==> config.mk <==
export PLATFORM = sky130hd
export DESIGN_NAME = decap_seq
export DESIGN_NICKNAME = d
export VERILOG_FILES = /design/src/rtl/decap_seq_pkg.sv /design/src/rtl/p_port_mux.sv /design/src/rtl/decap_seq.sv
export SDC_FILE = /design/constraint.sdc
export NUM_CORES = 1
export LEC_CHECK = 0
export CORE_MARGIN = 5
export CORE_UTILIZATION = 40
export CTS_BUF_LIST = sky130_fd_sc_hd__clkbuf_8
export DETAILED_ROUTE_END_ITERATION = 7
export PLACE_DENSITY = 0.77
export SLEW_MARGIN = 40
export SYNTH_ARGS = -nofsm -noshare
export SYNTH_HDL_FRONTEND = slang
export SYNTH_SLANG_ARGS = --single-unit
==> constraint.sdc <==
create_clock -name clk -period 8.5 [get_ports clk]
set_clock_uncertainty 0.15 [all_clocks]
set_input_delay 2.55 -clock clk [delete_from_list [all_inputs] [get_ports clk]]
set_output_delay 2.55 -clock clk [all_outputs]
set_load 0.02 [all_outputs]
==> src/rtl/decap_seq_pkg.sv <==
// decap_seq_pkg: shared state encoding and default sizing for the decapsulation sequencer
package decap_seq_pkg;
  typedef enum logic [2:0] {IDLE, LOAD, READY, RUN, FIN} state_t;
  localparam int M_DEF = 12;
  localparam int TIMEOUT_DEF = 1000000;
  localparam int CNT_W_DEF = 32;
endpackage

==> src/rtl/p_port_mux.sv <==
// p_port_mux: steers the single P memory port between the host loader and the decryption core
module p_port_mux
  import decap_seq_pkg::*;
#(
  parameter int m = M_DEF
) (
  input  state_t         state,
  input  logic           load_wr_en,
  input  logic [m-1:0]   load_wr_addr,
  input  logic [m-1:0]   load_wr_data,
  input  logic [m-1:0]   P_rd_addr,
  output logic [m-1:0]   mem_addr,
  output logic [m-1:0]   mem_wr_data,
  output logic           mem_wren
);
  always_comb begin
    mem_addr    = state == LOAD ? load_wr_addr : state == RUN ? P_rd_addr : '0;
    mem_wr_data = state == LOAD ? load_wr_data : '0;
    mem_wren    = state == LOAD && load_wr_en;
  end
endmodule

==> src/rtl/decap_seq.sv <==
// decap_seq: load/run sequencer, P port arbiter, run-length counter and watchdog for decryption
module decap_seq
  import decap_seq_pkg::*;
#(
  parameter int m       = M_DEF,
  parameter int TIMEOUT = TIMEOUT_DEF,
  parameter int CNT_W   = CNT_W_DEF
) (
  input  logic             clk,
  input  logic             rst,
  input  logic             load_start,
  input  logic             load_wr_en,
  input  logic [m-1:0]     load_wr_addr,
  input  logic [m-1:0]     load_wr_data,
  input  logic             dec_req,
  input  logic             dec_done,
  input  logic             dec_fail,
  input  logic             P_rd_en,
  input  logic [m-1:0]     P_rd_addr,
  output logic             dec_start,
  output logic [m-1:0]     mem_addr,
  output logic [m-1:0]     mem_wr_data,
  output logic             mem_wren,
  output logic             p_valid,
  output logic             busy,
  output logic             done,
  output logic             fail,
  output logic             timeout,
  output logic             wr_conflict,
  output logic [CNT_W-1:0] cycles
);
  localparam logic [m:0]       W_ONE  = 1;
  localparam logic [m:0]       W_LAST = {1'b0, {m{1'b1}}};
  localparam logic [CNT_W-1:0] C_ONE  = 1;
  localparam logic [CNT_W-1:0] TMO    = CNT_W'(TIMEOUT);
  state_t           state;
  logic [m:0]       wr_cnt;
  logic [CNT_W-1:0] run_cnt;
  logic             unused_rd;
  assign unused_rd = P_rd_en;
  p_port_mux #(.m(m)) u_mux (
    .state        (state),
    .load_wr_en   (load_wr_en),
    .load_wr_addr (load_wr_addr),
    .load_wr_data (load_wr_data),
    .P_rd_addr    (P_rd_addr),
    .mem_addr     (mem_addr),
    .mem_wr_data  (mem_wr_data),
    .mem_wren     (mem_wren)
  );
  always_ff @(posedge clk or posedge rst) begin
    if (rst) begin
      state       <= IDLE;
      wr_cnt      <= '0;
      run_cnt     <= '0;
      dec_start   <= 1'b0;
      p_valid     <= 1'b0;
      busy        <= 1'b0;
      done        <= 1'b0;
      fail        <= 1'b0;
      timeout     <= 1'b0;
      wr_conflict <= 1'b0;
      cycles      <= '0;
    end else begin
      dec_start <= 1'b0;
      done      <= 1'b0;
      if ((load_wr_en && state != LOAD) || (load_start && (state == RUN || state == FIN)))
        wr_conflict <= 1'b1;
      case (state)
        IDLE, READY: begin
          if (load_start) begin
            state   <= LOAD;
            busy    <= 1'b1;
            p_valid <= 1'b0;
            wr_cnt  <= '0;
          end else if (state == READY && dec_req) begin
            state     <= RUN;
            busy      <= 1'b1;
            dec_start <= 1'b1;
            run_cnt   <= C_ONE;
          end
        end
        LOAD: begin
          if (load_start) wr_cnt <= '0;
          else if (load_wr_en) begin
            wr_cnt <= wr_cnt + W_ONE;
            // the write that completes the table moves straight to READY
            if (wr_cnt == W_LAST) begin
              state   <= READY;
              busy    <= 1'b0;
              p_valid <= 1'b1;
            end
          end
        end
        RUN: begin
          if (dec_done || run_cnt == TMO) begin
            state   <= FIN;
            busy    <= 1'b0;
            done    <= 1'b1;
            fail    <= dec_done ? dec_fail : 1'b1;
            timeout <= !dec_done;
            cycles  <= run_cnt;
          end else run_cnt <= run_cnt + C_ONE;
        end
        FIN: state <= READY;
        default: state <= IDLE;
      endcase
    end
  end
endmodule

After elaboration in Yosys (flattened, before gate mapping)
Cells that the tools add are included.

storage, ports and cells
  register bits after elaboration = 87
  input port bits = 44
  output and inout bits = 64
  logic and storage cells = 85

operators by class
  add/subtract/negate cells = 2
  eq/ne operators = 17
  mux-type cells = 36
  reductions and logical operators = 19

operator list
  cell                                                    count
  2-to-1 mux 32 bit                                       3
  case mux 32 bit (2 select lines)                        1
  2-to-1 mux 13 bit                                       3
  2-to-1 mux 12 bit                                       3
  adder 32 x 1 -> 32 bit (second input constant)          1
  equality test 32 x 20 -> 1 bit (second input constant)  1
  case mux 13 bit (2 select lines)                        1
  2-to-1 mux 3 bit                                        6
  2-to-1 mux 1 bit                                        16
  inequality test 2 bit (second input constant)           7
  adder 13 x 1 -> 13 bit (second input constant)          1
  equality test 13 x 12 -> 1 bit (second input constant)  1
  case mux 3 bit (4 select lines)                         1
  AND reduction 5 bit                                     2
  equality test 3 x 2 -> 1 bit (second input constant)    2
  inequality test 3 bit (second input constant)           2
  AND reduction 6 bit                                     1
  logical AND 1 bit                                       4
  AND reduction 4 bit                                     1
  nonzero test 2 bit                                      2
  equality test 3 x 1 -> 1 bit (second input constant)    1
  equality test 3 bit (second input constant)             1
  zero test 3 bit                                         1
  logical OR 1 bit                                        3
  other kinds (9)                                         9

Logic depth before layout (Yosys ltp)
  depth in word-level cells = 5
  gate-level depth with buffers = 10

By module
From an unflattened synthesis, not the netlist that was laid out.

unflattened totals
  cell total of the unflattened synthesis = 451
  area, all modules = 4777.1 µm²

by module, submodules not included
  module      instances  cells an instance  area each (µm²)  sequential area each (µm²)
  decap_seq   1          408                4459.3           2177.1
  p_port_mux  1          43                 317.8            0.0

Worst setup path after synthesis
Ideal clock, no wire load.

  path kind = input -> output
  start = in P_rd_addr[0]
  end = out mem_addr[0]
  data arrival time = 2.813 ns
  slack = 2.987 ns
  stages = 1
  cell sequence = a22o_1

on the way
  longest elaborated chain between the ends = 2

ends and longest elaborated chain
  element                          RTL line          text
  from (decl)                      decap_seq.sv:19   input logic [m-1:0] P_rd_addr,
  2-to-1 mux 12 bit (2 in series)  p_port_mux.sv:17  mem_addr = state == LOAD ? load_wr_addr : state == RUN ? P_rd_addr : '0;
  to (decl)                        decap_seq.sv:21   output logic [m-1:0] mem_addr,

No other way between the ends.

Final worst setup path
  start = in load_wr_en
  end = out mem_wren

on the way
  longest elaborated chain between the ends = 1

ends and longest elaborated chain
  element            RTL line          text
  from (decl)        decap_seq.sv:12   input logic load_wr_en,
  logical AND 1 bit  p_port_mux.sv:19  mem_wren = state == LOAD && load_wr_en;
  to (decl)          decap_seq.sv:23   output logic mem_wren,

No other way between the ends.

==> summary.txt <==
status = completed
routed wire length = 11900 um
Slew HR = 42.7%
YS warnings = 0
worst hold start = wr_conflict
R2R Path Start = run_cnt[0]
CP required = 5.80 ns
top-count cell post-synth = dfrtp_1
sequential fraction of the synthesis area = 48.6%
synth top area cells = dfrtp_1 49%, mux2_2 6.0%, o21ai_0 4.0%, nand2_1 2.7%, a22o_1 2.5%
wire per inst = 17.3 um
Worst VDD drop = 119 uV
Worst setup startpoint = load_wr_en
#FFs+latches synth = 87
Synth top cells by count = 87 x dfrtp_1, 36 x o21ai_0, 32 x nand2_1, 24 x mux2_2, 24 x nor2_1
startpoint types = primary input
critical path class = in -> out
RSZ-0062 raised after global routing = no
pins over their slew limit = 0
fin util = 53.5%
post-CTS sizing = 0
# H-tree levels = 3
final non-filler cell area = 0.00582 sq mm
largest net degree at the start of global routing = 88
post-synth top area share = 48.6%
clock root cell = clkbuf_8
Total Routing Usage GR = 17.6%
post-CTS setup buffers = 0
port bufs = 106
Vias/cell = 5.81
maximum fanout along the worst path = 6
Setup-failing EPs final = 0
maximum clock path buffer count = 2
Async SR Flop Fraction = 100%
worst-margin pin slew = 0.859 ns
vias in the first global route = 3848
initial core utilization = 41.1%
Die W = 116 um
clock-pin slew on the worst setup and hold paths = 0.08 ns
post-route ant nets = 0
Post-route DRC = 0
Top FF cell, synth = dfrtp_1
Placed Area = 0.00564 sq mm
DR vias = 3997
Final Hold Fails = 0
number of cells in the finished layout apart from fillers = 688
Final WS setup = 1.92 ns
Tot Pwr = 1.73 mW
fraction of layout cells with a size suffix above 1 = 10.8%
CORE AREA = 0.0109 sq mm
Critical Path Sink Type = output pin
Mapped Nets = 497
Mean Syn Cell Area = 9.95 sq um
first-pass GRT wire length = 19000 um
Setup TNS Final = 0 ns
CTS tree = yes
Max Cap Viol = 0
Power Density = 297 mW/mm^2
worst skew pair latency = 0.36 ns
initial antenna violation count = 0
DRT Pass-1 Iters = 5
Synth Instances = 450
Hold Buf Count CTS = 0
Overflow after GRT = 0
Place WS = 1.91 ns
fin crit period = 6.58 ns
# rows = 38
GP Congestion = 0.863
Hold Crit Class = reg -> reg
num ports = 108
Post-synth EDFFs = 0
worst hold slack = 0.329 ns
Area growth syn-to-layout = 30.1%
Netlist cell types = 60
fmax = 0.152 GHz
final period utilization = 77.4%
Layout Nets = 592
Static Leak = 2.43 nW
clk sinks = 87
WP data arrival = 3.88 ns
antenna cells = 0
DRT iter0 DRCs = 341
Die Footprint = 0.0134 sq mm
cts bufs inserted = 9
placed cell count = 674
Post-Syn Area = 0.00448 sq mm
area leader, netlist = dfrtp_1
Die Span Y = 116 um
DP Wirelength = 8570 um
## sequential cells by signal, summed over array words and instances, names as in the netlist
name and cells:
state 3, timeout 1, wr_cnt 13, busy 1
dec_start 1, done 1, fail 1, p_valid 1
wr_conflict 1, cycles 32, run_cnt 32
## worst max-delay path, stage by stage
cell and delay [ns]:
clkdlybuf4s50_1 0.57, and2_1 0.15, clkdlybuf4s50_1 0.61
## kinds of logic (layout without fill, tap and decap cells)
| kind of cell | count (synthesis) | count (layout) | share of synthesized area, % |
|---|---|---|---|
| and+or+nand+nor | 171 | 171 | 21.3 |
| AOI/OAI and AO/OA | 117 | 117 | 17.9 |
| DFF | 87 | 87 | 48.6 |
| buffers and inverters | 41 | 139 | 3.80 |
| muxes | 25 | 25 | 6.26 |
| xor gates and xnor gates | 6 | 6 | 1.17 |
| adders and majority gates | 3 | 3 | 0.839 |
## per-layer routing
layer  track usage, %  routed length, um  part of all wire [%]
met1             23.8               4900                    41
met2             28.0               5950                    50
met3             4.75                926                   7.8
met4             4.72                146                   1.2
met5                0                  0                     0
## cell usage in the layout (no fill, tap or decap), types with 7 or more instances in the layout
master,count
nand2_1,32
nor3_1,11
inv_1,15
o31ai_1,11
clkbuf_8,10
a21oi_1,7
a22o_1,13
nand3_1,22
nand4_1,15
o211ai_1,13
clkdlybuf4s50_1,106
and2_1,16
nor2_1,24
o21ai_0,36
dfrtp_1,87
a211o_1,7
mux2_2,24
## power by group
| group | switching (mW) | leakage, nW | internal, mW |
|---|---|---|---|
| Combinational | 0.408 | 1.17 | 0.368 |
| Sequential | 0.146 | 1.16 | 0.531 |
| Clock | 0.143 | 0.0961 | 0.131 |
## final cells by class
class                   count  area [sq um]
fillers                   981          5070
flip-flops and latches     87          2180
multi-input cells         322          2140
repair buffers            109          1090
well taps                 140           175
clock buffers               9           124
inverters                  16          61.3
clock inverters             5          52.6
## worst paths after layout
kind | to | slack, ns | cells after the start
setup / recovery | mem_wren | 1.92 | 3
hold / removal | wr_conflict | 0.33 | 1
setup reg to reg | cycles[23] | 5.35 | 8
hold reg to reg | wr_conflict | 0.33 | 1
max in group asynchronous | cycles[1] | 5.16 | 3
min in group asynchronous | run_cnt[11] | 2.53 | 3
Note: power is estimated with default switching activity, not from simulation.
